<file path="src/rtl/mtvec_trap_unit_pkg.sv">
// Shared definitions for the machine-mode trap unit: CSR addresses,
// mtvec mode encodings, FSM state encoding and the mtvec mode WARL rule.
package mtvec_trap_unit_pkg;

    localparam logic [11:0] CSR_MTVEC  = 12'h305;
    localparam logic [11:0] CSR_MEPC   = 12'h341;
    localparam logic [11:0] CSR_MCAUSE = 12'h342;

    localparam logic [1:0] MODE_DIRECT   = 2'b00;
    localparam logic [1:0] MODE_VECTORED = 2'b01;

    typedef enum logic {
        IDLE     = 1'b0,
        REDIRECT = 1'b1
    } trap_state_e;

    // Direct is always accepted, vectored only when enabled; anything else
    // leaves the previously stored mode untouched.
    function automatic logic [1:0] legal_mode(input logic [1:0] old_mode,
                                              input logic [1:0] wr_mode,
                                              input logic       vec_en);
        logic [1:0] mode;
        mode = old_mode;
        if (wr_mode == MODE_DIRECT) begin
            mode = MODE_DIRECT;
        end else if ((wr_mode == MODE_VECTORED) && vec_en) begin
            mode = MODE_VECTORED;
        end
        return mode;
    endfunction

endpackage

</file>
<file path="src/rtl/mtvec_trap_unit_target_calc.sv">
// Handler address generation: aligned mtvec base, plus cause*4 when the
// trap is an interrupt and mtvec is in vectored mode. The sum wraps.
module mtvec_trap_unit_target_calc
    import mtvec_trap_unit_pkg::*;
#(
    parameter int unsigned XLEN    = 32,
    parameter int unsigned CAUSE_W = 4
) (
    input  logic [XLEN-1:0]    mtvec_i,
    input  logic               int_i,
    input  logic [CAUSE_W-1:0] cause_i,
    output logic [XLEN-1:0]    target_o
);

    logic [XLEN-1:0] base;
    logic [XLEN-1:0] offset;

    // Select between the plain base and the vectored entry for interrupts.
    always_comb begin
        base   = {mtvec_i[XLEN-1:2], 2'b00};
        offset = {{(XLEN-CAUSE_W-2){1'b0}}, cause_i, 2'b00};
        if ((mtvec_i[1:0] == MODE_VECTORED) && int_i) begin
            target_o = base + offset;
        end else begin
            target_o = base;
        end
    end

endmodule

</file>
<file path="src/rtl/mtvec_trap_unit.sv">
// Machine-mode trap unit: holds mtvec/mepc/mcause, captures trap context,
// and drives a ready/valid PC redirect towards fetch for traps and mret.
module mtvec_trap_unit
    import mtvec_trap_unit_pkg::*;
#(
    parameter int unsigned     XLEN        = 32,
    parameter int unsigned     CAUSE_W     = 4,
    parameter bit              VEC_EN      = 1'b1,
    parameter logic [XLEN-1:0] MTVEC_RESET = '0,
    parameter logic [11:0]     MTVEC_ADDR  = CSR_MTVEC,
    parameter logic [11:0]     MEPC_ADDR   = CSR_MEPC,
    parameter logic [11:0]     MCAUSE_ADDR = CSR_MCAUSE
) (
    input  logic               clock,
    input  logic               rst_n_in,
    input  logic               csr_wr_en_in,
    input  logic [11:0]        csr_addr_in,
    input  logic [XLEN-1:0]    csr_wr_data_in,
    output logic [XLEN-1:0]    csr_rd_data_out,
    input  logic               trap_req_in,
    input  logic               int_or_exc_in,
    input  logic [CAUSE_W-1:0] cause_in,
    input  logic [XLEN-1:0]    pc_in,
    input  logic               mret_in,
    output logic               trap_ack_out,
    output logic               mret_ack_out,
    output logic               redirect_valid_out,
    input  logic               redirect_ready_in,
    output logic [XLEN-1:0]    redirect_pc_out,
    output logic [XLEN-1:0]    mtvec_out,
    output logic [XLEN-1:0]    mepc_out,
    output logic [XLEN-1:0]    mcause_out,
    output logic               busy_out
);

    localparam logic [XLEN-1:0] ALIGN_MASK  = {{(XLEN-2){1'b1}}, 2'b00};
    localparam logic [XLEN-1:0] MCAUSE_MASK = {1'b1, {(XLEN-1-CAUSE_W){1'b0}}, {CAUSE_W{1'b1}}};
    // The reset mode goes through the same legalisation as a CSR write so a
    // vectored reset value cannot survive when vectoring is disabled.
    localparam logic [XLEN-1:0] MTVEC_RESET_LEGAL =
        {MTVEC_RESET[XLEN-1:2], legal_mode(MODE_DIRECT, MTVEC_RESET[1:0], VEC_EN)};

    trap_state_e     state_q, state_d;
    logic [XLEN-1:0] mtvec_q, mtvec_d;
    logic [XLEN-1:0] mepc_q, mepc_d;
    logic [XLEN-1:0] mcause_q, mcause_d;
    logic [XLEN-1:0] redirect_pc_q, redirect_pc_d;
    logic [XLEN-1:0] trap_target;
    logic            trap_accept;
    logic            mret_accept;

    mtvec_trap_unit_target_calc #(
        .XLEN    (XLEN),
        .CAUSE_W (CAUSE_W)
    ) u_target_calc (
        .mtvec_i  (mtvec_q),
        .int_i    (int_or_exc_in),
        .cause_i  (cause_in),
        .target_o (trap_target)
    );

    // Next-state logic: CSR writes first, then trap/mret capture in IDLE so
    // that a capture overrides a same-cycle mepc/mcause write.
    always_comb begin
        state_d       = state_q;
        mtvec_d       = mtvec_q;
        mepc_d        = mepc_q;
        mcause_d      = mcause_q;
        redirect_pc_d = redirect_pc_q;
        trap_accept   = 1'b0;
        mret_accept   = 1'b0;

        if (csr_wr_en_in) begin
            case (csr_addr_in)
                MTVEC_ADDR:  mtvec_d  = {csr_wr_data_in[XLEN-1:2],
                                         legal_mode(mtvec_q[1:0], csr_wr_data_in[1:0], VEC_EN)};
                MEPC_ADDR:   mepc_d   = csr_wr_data_in & ALIGN_MASK;
                MCAUSE_ADDR: mcause_d = csr_wr_data_in & MCAUSE_MASK;
                default:     ;
            endcase
        end

        case (state_q)
            IDLE: begin
                if (trap_req_in) begin
                    trap_accept   = 1'b1;
                    mepc_d        = pc_in & ALIGN_MASK;
                    mcause_d      = {int_or_exc_in, {(XLEN-1-CAUSE_W){1'b0}}, cause_in};
                    redirect_pc_d = trap_target;
                    state_d       = REDIRECT;
                end else if (mret_in) begin
                    mret_accept   = 1'b1;
                    redirect_pc_d = mepc_q;
                    state_d       = REDIRECT;
                end
            end
            REDIRECT: begin
                if (redirect_ready_in) begin
                    state_d = IDLE;
                end
            end
            default: state_d = IDLE;
        endcase
    end

    // State and CSR registers; asynchronous reset returns everything to idle.
    always_ff @(posedge clock or negedge rst_n_in) begin
        if (!rst_n_in) begin
            state_q       <= IDLE;
            mtvec_q       <= MTVEC_RESET_LEGAL;
            mepc_q        <= '0;
            mcause_q      <= '0;
            redirect_pc_q <= '0;
        end else begin
            state_q       <= state_d;
            mtvec_q       <= mtvec_d;
            mepc_q        <= mepc_d;
            mcause_q      <= mcause_d;
            redirect_pc_q <= redirect_pc_d;
        end
    end

    // Combinational CSR read port; unmapped addresses read as zero.
    always_comb begin
        csr_rd_data_out = '0;
        case (csr_addr_in)
            MTVEC_ADDR:  csr_rd_data_out = mtvec_q;
            MEPC_ADDR:   csr_rd_data_out = mepc_q;
            MCAUSE_ADDR: csr_rd_data_out = mcause_q;
            default:     csr_rd_data_out = '0;
        endcase
    end

    // Acks are suppressed while reset is held so no strobe leaks out.
    assign trap_ack_out       = trap_accept & rst_n_in;
    assign mret_ack_out       = mret_accept & rst_n_in;
    assign redirect_valid_out = (state_q == REDIRECT);
    assign busy_out           = (state_q != IDLE);
    assign redirect_pc_out    = redirect_pc_q;
    assign mtvec_out          = mtvec_q;
    assign mepc_out           = mepc_q;
    assign mcause_out         = mcause_q;

endmodule

</file>
<file path="config.mk">
export PLATFORM = sky130hd
export DESIGN_NAME = mtvec_trap_unit
export DESIGN_NICKNAME = d
export VERILOG_FILES = /design/src/rtl/mtvec_trap_unit_pkg.sv /design/src/rtl/mtvec_trap_unit_target_calc.sv /design/src/rtl/mtvec_trap_unit.sv
export SDC_FILE = /design/constraint.sdc
export NUM_CORES = 1
export LEC_CHECK = 0
export BUFFER_PORTS_ARGS = -buffer_cell sky130_fd_sc_hd__buf_2
export CAP_MARGIN = 30
export CORE_UTILIZATION = 25
export DETAILED_ROUTE_END_ITERATION = 8
export MAX_ROUTING_LAYER = met4
export RECOVER_POWER = 50
export SKIP_CTS_REPAIR_TIMING = 1
export SYNTH_ARGS = -nofsm -noshare
export SYNTH_HDL_FRONTEND = slang
export SYNTH_HIERARCHICAL = 1
export SYNTH_SLANG_ARGS = --single-unit
</file>
<file path="constraint.sdc">
create_clock -name clock -period 5.2 [get_ports clock]
set_clock_uncertainty 0.05 [all_clocks]
set_input_delay 1.04 -clock clock [delete_from_list [all_inputs] [get_ports clock]]
set_output_delay 1.04 -clock clock [all_outputs]
set_load 0.005 [all_outputs]
</file>
After elaboration in Yosys (flattened, before gate mapping)
Index checks and enable logic that the tools add are counted.

storage, ports and cells
  register bits after elaboration = 129
  bits of input ports = 87
  word-level logic and storage cells = 44

operators by class
  add/subtract/negate cells = 1
  equality and inequality tests = 5
  mux-type cells = 22
  bitwise logic cells = 3
  reduce and logical (&&, ||, !) cells = 7

operators by type and width
  kind                                                                number
  32-bit two-way mux                                                  11
  32-bit one-hot mux with 3 select lines                              1
  12-bit by 10-bit == test with 1-bit output (second input constant)  3
  32-bit by 6-bit adder with 32-bit output                            1
  1-bit two-way mux                                                   7
  2-bit by 1-bit == test with 1-bit output (second input constant)    2
  2-bit two-way mux                                                   2
  2-bit AND reduction                                                 2
  2-bit nonzero test                                                  2
  3-bit AND reduction                                                 1
  1-bit AND                                                           2
  2-bit zero test                                                     1
  1-bit one-hot mux with 2 select lines                               1
  1-bit logical AND                                                   1
  1-bit inverter                                                      1

Logic depth before layout (Yosys ltp)
Gate-level depths: netlist of the first run.

  depth after elaboration = 5
  mapped depth = 9
  depth with buffers taken out = 8

Modules after synthesis
Netlist of the first run, hierarchy kept.

by module, submodules not included
  module                       times used  cells each  area an instance (µm²)  seq. area each (µm²)
  mtvec_trap_unit              1           530         5947.0                  3203.1
  mtvec_trap_unit_target_calc  1           106         834.6                   0.0

Worst setup path before layout of the first run
Ideal clock, no wire load.

  path type = in2out
  start point = input port csr_addr_in[5]
  end point = output port csr_rd_data_out[0]
  arrival time = 2.334 ns
  required time = 4.110 ns
  slack = 1.776 ns
  stages = 5
  cell sequence = or4b_4 nor3b_1 buf_2 a22oi_1 nor2_1

between the ends
  longest elaborated chain between the ends = 2

ends and longest elaborated chain
  element                                     line                    text
  from (decl)                                 mtvec_trap_unit.sv:17   input logic [11:0] csr_addr_in,
  12-bit by 10-bit == test with 1-bit output  mtvec_trap_unit.sv:126  case (csr_addr_in)
  32-bit one-hot mux with 3 select lines *    mtvec_trap_unit.sv:126
  to (decl)                                   mtvec_trap_unit.sv:19   output logic [XLEN-1:0] csr_rd_data_out,

Every way passes the cells marked *; elsewhere a longest branch is shown, timed or not.

Worst setup path in the final report of the first run
  start point = input port csr_addr_in[6]
  end point = output port csr_rd_data_out[17]

Same word-level chain as after synthesis.

==> results of run 1 <==
-- sequential cells by signal (all words and copies together), names as in the netlist --
register	cells
mcause_out	32
mtvec_out	31
redirect_pc_out	32
mepc_out	32
busy_out	1
-- layout make-up --
type	instances	share of cell area, %
multi-input cells	459	38.2
inverters	3	0.126
clock buffers	19	4.95
repair buffers	261	14.4
flip-flops and latches	128	35.8
well taps	335	4.69
clock inverters	12	1.79
-- power groups by stage --
stage	Combinational, µW	Sequential, µW	Clock [µW]
final	606	1340	1230
after global routing	677	1370	1310
after CTS	636	1340	1270
after detailed placement	635	1360	0
after global placement	623	1350	0
after floorplan	282	1320	0
-- critical path: cells and delay by family --
kind | cells | cell delay, ns
AO/OA/AOI/OAI | 2 | 0.26
buffers and inverters | 3 | 0.66
AND/OR/NAND/NOR | 2 | 0.72
-- final timing paths --
kind                                     start             endpoint  slack [ns]
max                             csr_addr_in[6]  csr_rd_data_out[17]        1.39
min                        redirect_pc_out[17]  redirect_pc_out[17]        0.43
max reg2reg                       mtvec_out[2]  redirect_pc_out[16]        2.72
min reg2reg                redirect_pc_out[17]  redirect_pc_out[17]        0.43
max in group asynchronous             rst_n_in  redirect_pc_out[13]        2.59
min in group asynchronous             rst_n_in          mepc_out[0]        0.58
-- cell usage after synthesis (7+ instances only) --
cell type,count,area [µm²]
dfrtp_1,128,3200
and2_1,61,382
nand2_1,44,165
nor2_1,43,161
mux2i_1,37,370
o21ai_0,37,185
mux2_2,33,372
a22oi_1,32,240
a22o_1,31,272
clkbuf_1,31,116
a221o_1,30,300
xor2_1,22,193
nor3_1,9,45.0
nor4_2,8,100
buf_2,7,35.0
nand3_1,7,35.0
-- metal layers --
metal	part of all wire [%]	routed length, µm
met3	6.0	1470
met2	47	11500
met1	46	11200
met5	0	0
met4	1.0	255
-- per-stage QoR --
step                cells  util [%]
finish               1217      33.9
global route         1217      33.9
CTS                  1217      34.2
detailed placement   1186      31.9
global placement     1186      31.9
floorplan             640         -
-- cell families (layout without fill, tap and decap cells) --
| family | Yosys count | in the layout | share of synthesized area, % |
|---|---|---|---|
| flip-flops | 128 | 128 | 47.2 |
| multiplexers | 70 | 70 | 10.9 |
| other | 2 | 6 | 0.111 |
| buffers and inverters | 53 | 295 | 3.45 |
| XOR/XNOR | 28 | 28 | 3.62 |
| AO/OA/AOI/OAI | 142 | 142 | 15.8 |
| AND/OR/NAND/NOR | 208 | 208 | 17.8 |
| adder cells (fa/ha/maj) | 5 | 5 | 1.03 |
==> impl_results.md, run 1 <==
* Routed vias at 6068
* Max Clock Freq at 263 MHz
* Share of cells above drive strength 1 at 34.7%
* Pre-CTS setup slack at about 1.4 ns
* EDFF count, synth at 0
* Drt drc at 0
* Diodes inserted at 0
* Sw Pwr at 961 µW
* CTS Buf Count at 17
* Initial DRT Pass Iterations at 5
* Most frequent CP cell: buf_2
* P_int at about 2200 µW
* Leak at 0.00444 µW
* Sequential area share after synthesis at 47.2%
* GR Layer Usage met3 at 4.16%
* Logic pwr share at a little under a fifth
* GRT Max-Usage Layer: met2
* Run status: finished, violations left
* Routed Antenna Nets at 0
* # rows at about 60
* Post-synth ARST share at 100%
* Worst r2r path cells at 9
* First-pass GRT wire length at 37.2 mm
* Final hold violations at 0
* Setup Viol. Count Final at 0
* Met1 usage at about a quarter
* # IOs at 251
* Max Cap Viol at 1
* Effective utilization at floorplan at 25.7%
* Slew Limit Headroom at -1.27%
* Top FF cell, synth: dfrtp_1
* Final Critical Period at 3.81 ns
* CP peak stage delay at about 0.57 ns
* Slew @ Worst Pin at 1.52 ns
* Core outline area at 0.0264 mm²
* Fin Hold WS at ~0.43 ns
* Post-DP Area at 0.00840 mm²
* Die X-Extent at about 170 µm
* Most frequent cells in the layout: 203 x buf_2, 128 x dfrtp_1, 61 x and2_1
* Yosys cell types at 52
* Critical Path Fanout Max at 18
* Worst-path cell chain: buf_2 > nor2b_4 > buf_4 > a22o_1 > a22oi_1 > nor2_1 > buf_2
* Starting DRC count in detailed routing at 464
* WL/cell at 20.1 µm
* Quantity of I/O buffers inserted on ports at 247
* Failing checks: capacitance limit, slew limit
* Initial antenna violation count at 0
* WHS Path Cells at 2
* Root cell of the clock tree: clkbuf_16
* Commonest non-fill, non-tap cell in the layout: buf_2
* GRT overflow at 0
* Tot GR Track Use at 18.2%
* Ys Warns at 6
* CTS tree: done
* WP data arrival at 2.72 ns
* Vias/cell at about 5.0
* Seq. cell area at 0.00320 mm²
* Vias in the first global route at slightly below 6000
* Pin count of the biggest net entering global routing at 71
* Sw Ratio at 30.2%
* Slack of the critical path at roughly 1.4 ns
* Insertion delay of the later-clocked pin in the worst-skew pair at about 0.41 ns
* Clk sinks at 128
* GR Util met2 at between 20 and 30%
* Layout area overhead at 31.9%
* Maximum level of the CTS H-tree at 4
* Syn Inst Count at between 600 and 700
* Register share of total power at 42.2%
* Tot Pwr at 3180 µW
* CP endpoint kind: output port
* PwrDens at 355 mW/mm²
* Hold Crit Class: flop to flop
* Maximum VDD drop at 0.158 mV
* Setup tns final at 0 ns
* Fillers at 2707
* Post-DP HPWL at 16.9 mm
* CP max-delay cell: nor2b_4
* Period utilization at 73.2%
* Syn Std Cell Area at 0.00678 mm²
* Nets at 962
* Die height at 167 µm
* Clk slew on worst S/H paths at roughly 0.050 ns
* Longest Clk Path Bufs at 2
* Slew Viols, Final at 62
* Synthesized flop and latch total at between 100 and 150
* Synth Area per Inst at between 10 and 15 µm²
* Setup Crit Path Kind: input pin to output port
* Die area at 0.0278 mm²
* Final GP Congestion at 0.813
* Startpoint types: input pin
* Final WL at 24.5 mm
* Unrepaired setup endpoints after global routing: false
* WP data required at 4.11 ns
* Combined area of the multi-input logic cells at 0.00342 mm²
* Clock share of power at 38.7%
* Design Area, Final at 0.00894 mm²
No activity file was read; power rests on OpenSTA's default activity.
==> inputs of run 2 (changes only) <==
ABC_AREA = 1   (was not set)
clock period = 3.41 ns   (was 5.2 ns; I/O delays follow)
==> impl_results.md, run 2 <==
* Register share of total power at 38.0% (-4.2 points)
* Slack of the critical path at 0.386 ns (-1.01 ns)
* Most area-hungry cell type in the Yosys netlist: dfrtp_1
* Critical path buffers and inverters at 3 (unchanged)
* Most frequent CP cell: nand2_1
* Met3 wire len at 2.00 mm (+37%)
* Most frequent cells in the layout: 277 x nand2_1, 199 x buf_2, 134 x inv_1, 128 x dfrtp_1, 113 x nand3_1
* Slew @ Worst Pin at 1.87 ns (+0.349 ns)
* Slew Limit Headroom at -24.5% (-23 points)
* Maximum VDD drop at 0.294 mV (+86%)
* First-pass GRT wire length at 46.8 mm (+26%)
* Layout area overhead at 27.9%
* Met2 wire length at 14.2 mm (+23%)
* Setup Crit Path Kind: input pin to output port
* Slew Viols, Final at 129 (+110%)
* Max layer used: met4
* Final GP Congestion at 0.913 (+12%)
* Effective utilization at floorplan at 25.5% (-0.20 points)
* Sw Pwr at 1900 µW (+97%)
* Final WL at 31.5 mm (+29%)
* GRT overflow at 0 (unchanged)
* Setup Viol. Count Final at 0 (unchanged)
* # IOs at 251 (unchanged)
* Post-synthesis simple-gate area fraction at 33.8% (+16 points)
* Critical Path Fanout Max at 23 (+5)
* Quantity of I/O buffers inserted on ports at 247 (unchanged)
* CP peak stage delay at 0.45 ns (-0.12 ns)
* Unrepaired setup endpoints after global routing: false
* Longest Clk Path Bufs at 2 (unchanged)
* Post-synth ARST share at 100% (unchanged)
* Ys Warns at 6 (unchanged)
* Commonest non-fill, non-tap cell in the layout: nand2_1
* Final core utilization at 32.6% (-1.3 points)
* Post-DP HPWL at 23.4 mm (+38%)
* Synthesized flop and latch total at 128 (unchanged)
* Die height at 176 µm (+5.7%)
* Design Area, Final at 0.00970 mm² (+8.5%)
* Routed Antenna Nets at 0 (unchanged)
* Routed met1 length at 14.7 mm (+30%)
* Period utilization at between 80% and 90%
* Die X-Extent at 176 µm (+5.7%)
* CTS tree: done
* Synth area leaders: dfrtp_1 42%, nand2_1 14%, nand3_1 7.5%
* Final Critical Period at 3.02 ns
* Pin count of the biggest net entering global routing at 129 (+82%)
* # rows at 63 (+6.8%)
* Max Cap Viol at 2 (+1)
* Top FF cell, synth: dfrtp_1
* Failing checks: capacitance limit, slew limit
* Clk sinks at 128 (unchanged)
* Hold Crit Class: input pin to flop
* Cell family with most CP delay: simple AND/OR/NAND/NOR gates
* Commonest cells in the netlist: 278 x nand2_1, 134 x inv_1, 128 x dfrtp_1, 114 x nand3_1, 106 x nor2_1
* Post-DP Area at 0.00915 mm² (+8.9%)
* Syn Std Cell Area at 0.00759 mm² (+12%)
* Syn Inst Count at 1061 (+67%)
* P_int at 3600 µW (+62%)
* Post-Synth XOR/XNOR Area at 1.73% (-1.9 points)
* Tot Pwr at 5500 µW (+73%)
* Core outline area at 0.0297 mm² (+13%)
* Max Clock Freq at 331 MHz
* Initial antenna violation count at 2 (+2)
* Startpoint types: input pin
* CTS Buf Count at 17 (unchanged)
* Share of cells above drive strength 1 at 21.9% (-13 points)
* Clk slew on worst S/H paths at 0.07 ns (+0.02 ns)
* Leak at 0.00512 µW (+15%)
* Logic pwr share at 26.0% (+6.9 points)
* Run status: finished, violations left
* Starting DRC count in detailed routing at 579 (+25%)
* Clock share of power at 36.1% (-2.6 points)
* EDFF count, synth at 0 (unchanged)
* WL/cell at 18.6 µm (-7.4%)
* Synth Area per Inst at 7.15 µm² (-33%)
* Most frequent cell after synthesis: nand2_1
* Root cell of the clock tree: clkbuf_16
* Sequential area share after synthesis at 42.2% (-5.0 points)
* Tot GR Track Use at 20.9% (+2.6 points)
* Largest family of logic cells by synthesized area: simple AND/OR/NAND/NOR gates
* Vias/cell at 4.74 (-4.9%)
* Final hold violations at 0 (unchanged)
* Routed vias at 8015 (+32%)
* Sw Ratio at 34.5% (+4.2 points)
* WP data required at 2.68 ns (-1.43 ns)
* CP endpoint kind: output port
* Yosys top cell area share at 42.2% (-5.0 points)
* Die area at 0.0310 mm² (+12%)
* PwrDens at 567 mW/mm² (+59%)
* CP max-delay cell: inv_2
* Adder-cell share of the synthesized area at 0.924% (-0.11 points)
* Yosys cell types at 35 (-33%)
* WP data arrival at 2.29 ns (-0.43 ns)
* Insertion delay of the later-clocked pin in the worst-skew pair at 0.44 ns (+0.03 ns)
* Maximum level of the CTS H-tree at 4 (unchanged)
* Setup tns final at 0 ns (unchanged)
* Drt drc at 0 (unchanged)
* Multiplexer area fraction after synthesis at 0.132% (-11 points)
* Worst-path cell chain: buf_2 > nor2_1 > nand2_1 > nor2_4 > nand2_1 > inv_2 > nand2_1 > o211ai_1 > buf_2
* Synth Area in Compound Gates at 9.83% (-6.0 points)
* Pre-CTS setup slack at 0.369 ns (-1.03 ns)
* Nets at 1377 (+43%)
* Initial DRT Pass Iterations at 5 (unchanged)
* Vias in the first global route at 7514 (+27%)
-- run 2: cell count changes in the layout (fill, tap and decap cells not counted), sizes merged, moves of 26 or more --
cell,before,now
a22o,31,0
a221o,30,0
mux2,33,0
nor2,44,119
inv,4,144
a22oi,32,0
and2,61,1
mux2i,37,1
o211ai,1,27
nand3,8,122
a21oi,6,64
nand2,45,283
nand4,6,42
-- run 2: cell families after synthesis --
logic type | count (synthesis)
simple gates | 575
buf+inv | 202
compound gates | 133
flops | 128
xor+xnor | 15
fa+ha+maj | 5
other cells | 2
mux | 1
-- run 2: area by class of cell --
class | instances | area, µm²
fillers | 3261 | 20000
diodes | 2 | 5.00
inverters | 141 | 529
clock inverters | 15 | 209
repair buffers | 264 | 1300
well taps | 390 | 488
flip-flops and latches | 128 | 3200
multi-input cells | 733 | 3540
clock buffers | 17 | 425
-- run 2: worst paths after layout --
path                           startpoint             endpoint  slack, ns  cells after the start
setup / recovery           csr_addr_in[3]  csr_rd_data_out[16]       0.39                      9
hold / removal                  pc_in[18]         mepc_out[18]       0.39                      3
setup reg to reg             mtvec_out[2]  redirect_pc_out[30]       1.01                     12
hold reg to reg             mcause_out[5]        mcause_out[5]       0.47                      2
max in group asynchronous        rst_n_in  redirect_pc_out[27]       1.15                      2
min in group asynchronous        rst_n_in         mtvec_out[0]       0.99                      2
-- run 2: power groups by stage --
stage	clock network (µW)	registers, µW	logic [µW]
after floorplan	0	2130	694
after global placement	0	2100	1500
after detailed placement	0	2110	1500
after CTS	2030	2080	1510
after global routing	2090	2130	1610
final	1980	2090	1430
-- run 2: metal layers --
layer	track usage, %	vias up
met5	-	-
met4	6.81	0
met3	3.73	36
met2	30.7	314
met1	28.8	3798
li1	-	3867
-- run 2: tightest hold or removal path, cell delays in order --
cell	delay, ns
buf_2	0.08
nand2_1	0.04
nand2_1	0.05
-- run 2: per-stage QoR --
stage	hold WS, ns	std cells
final	0.394	1690
after CTS	0.370	1688
after global routing	0.393	1690
after global placement	0.452	1656
after detailed placement	0.458	1656
after floorplan	0.336	1063
==> inputs of run 3 (changes only) <==
BUFFER_PORTS_ARGS = not set   (was -buffer_cell sky130_fd_sc_hd__buf_2)
DONT_BUFFER_PORTS = 1   (was not set)
==> impl_results.md, run 3 (synthesis results as in run 2) <==
* Hold Crit Class: input pin to asynchronous set/reset pin
* CP peak stage delay at 0.41 ns (-0.04 ns)
* Startpoint types: input pin
* Longest Clk Path Bufs at 2 (unchanged)
* Drt drc at 0 (unchanged)
* R2r setup slk at 1.01 ns (about the same)
* GRT overflow at 0 (unchanged)
* Insertion delay of the later-clocked pin in the worst-skew pair at 0.44 ns (about the same)
* Final hold violations at 128 (+128)
* # rows at 63 (unchanged)
* WP data required at 2.68 ns (about the same)
* Share of cells above drive strength 1 at 7.90% (-14 points)
* Routed Antenna Nets at 0 (unchanged)
* Slack of the critical path at 0.568 ns (+0.182 ns)
* First-pass GRT wire length at 45.2 mm (-3.5%)
* Slew Limit Headroom at 41.8% (+66 points)
* Post-DP HPWL at 22.6 mm (-3.1%)
* Clk slew on worst S/H paths at 0.06 ns (about the same)
* Vias/cell at 5.00 (+5.4%)
* Initial DRT Pass Iterations at 5 (unchanged)
* Initial antenna violation count at 1 (-1)
* Pre-CTS setup slack at 0.558 ns (+0.189 ns)
* CTS Buf Count at 17 (unchanged)
* Fin Hold WS at -0.105 ns (-0.499 ns)
* Quantity of I/O buffers inserted on ports at 0 (-100%)
* RR Startpoint: mtvec_out[2]
* Starting DRC count in detailed routing at 573 (-1.0%)
* Setup Viol. Count Final at 0 (unchanged)
* Root cell of the clock tree: clkbuf_16
* WL/cell at 21.1 µm (+13%)
* Nets at 1129 (-18%)
* Routed vias at 7206 (-10%)
* RR Endpoint: redirect_pc_out[30]
* Commonest non-fill, non-tap cell in the layout: nand2_1
* Final GP Congestion at 0.931 (+2.0%)
* Cell family with most CP delay: simple AND/OR/NAND/NOR gates
* Core outline area at 0.0297 mm² (unchanged)
* Leak at 0.00411 µW (-20%)
* Failing checks: hold timing
* Setup tns final at 0 ns (unchanged)
* Tot GR Track Use at 20.4% (-0.48 points)
* Max Cap Viol at 0 (-2)
* Worst r2r path cells at 12 (unchanged)
* # IOs at 251 (unchanged)
* CP endpoint kind: output port
* Slew @ Worst Pin at 0.870 ns (-0.998 ns)
* Die X-Extent at 176 µm (unchanged)
* Final WL at 30.4 mm (-3.4%)
* Unrepaired setup endpoints after global routing: false
* CTS tree: done
* Die height at 176 µm (unchanged)
* Max Clock Freq at 352 MHz (+6.4%)
* Period utilization at 83.4% (-5.3 points)
* Effective utilization at floorplan at 25.5% (unchanged)
* Die area at 0.0310 mm² (unchanged)
* WP data arrival at 2.11 ns (-0.18 ns)
* Run status: finished, violations left
* Clk sinks at 128 (unchanged)
* Layout area overhead at 12.0%
* Slew Viols, Final at 0 (-100%)
* CP max-delay cell: inv_2
* Critical path buffers and inverters at 2 (-1)
* Final core utilization at 28.6% (-4.1 points)
* Maximum VDD drop at 0.338 mV (+15%)
* Setup Crit Path Kind: input pin to output port
* Vias in the first global route at 6951 (-7.5%)
* PwrDens at 591 mW/mm² (+4.4%)
* Final Critical Period at 2.84 ns (-0.182 ns)
* Pin count of the biggest net entering global routing at 130 (+0.78%)
* Tot Pwr at 5030 µW (-8.6%)
* Maximum level of the CTS H-tree at 4 (unchanged)
* Most frequent cells in the layout: 277 x nand2_1, 134 x inv_1, 128 x dfrtp_1, 113 x nand3_1, 105 x nor2_1
* Worst-path cell chain: nor2_2 > inv_2 > nor2_4 > nand2_1 > inv_2 > nand2_1 > o211ai_1
* Critical Path Fanout Max at 23 (unchanged)
## run 3: changes by cell type in the layout (fill, tap and decap cells not counted)
cell       delta
buf_4         +1
clkinv_4      +1
buf_2       -199
bufinv_16     -1
diode_2       -1
clkinv_2      +3
clkbuf_4      -1
clkbuf_1     -47
buf_12        +1
clkbuf_2      -2
inv_6         -4
## run 3: power by group
group	switching, µW	leakage (µW)	internal, µW
sequential	376	0.00166	1880
clock	716	0.000286	1150
combinational	618	0.00216	289
total	1710	0.00411	3310
## run 3: metrics by stage
step	std cells	cell area, µm²
6_report	1441	8500
4_1_cts	1440	8500
2_1_floorplan	1063	7590
5_1_grt	1441	8500
3_3_place_gp	1407	7880
3_5_place_dp	1408	7900
## run 3: how the worst max path moves through the flow
stage	slack, ns	cells after the start	from	end
after floorplan	1.12	7	csr_addr_in[5]	csr_rd_data_out[16]
after global placement	0.57	7	csr_addr_in[5]	csr_rd_data_out[11]
after detailed placement	0.56	7	csr_addr_in[5]	csr_rd_data_out[12]
after CTS	0.55	7	csr_addr_in[5]	csr_rd_data_out[12]
after global routing	0.47	7	csr_addr_in[5]	csr_rd_data_out[16]
final	0.57	7	csr_addr_in[5]	csr_rd_data_out[11]
## run 3: per-layer routing
metal,up-vias,GRT usage (%),part of all wire [%]
li1,3364,-,-
met1,3429,26.3,43
met2,363,30.1,45
met3,50,5.73,9.4
met4,0,7.57,2.6
met5,-,-,0
## run 3: area by class of cell
class | count | area [µm²]
antenna | 1 | 2.50
clock buffer | 18 | 429
clock inverter | 14 | 168
fill | 3241 | 21200
inverter | 141 | 529
multi-input combinational | 733 | 3540
sequential | 128 | 3200
tap | 390 | 488
timing repair buffer | 16 | 133
## run 3: worst reg2reg max path: cells and delay by family, from the launching register on
| family | cells | cell delay, ns |
|---|---|---|
| AOI/OAI and AO/OA | 3 | 0.45 |
| adders and majority gates | 2 | 0.70 |
| DFF | 1 | 0.45 |
| and+or+nand+nor | 6 | 0.55 |
| buffers and inverters | 1 | 0.05 |
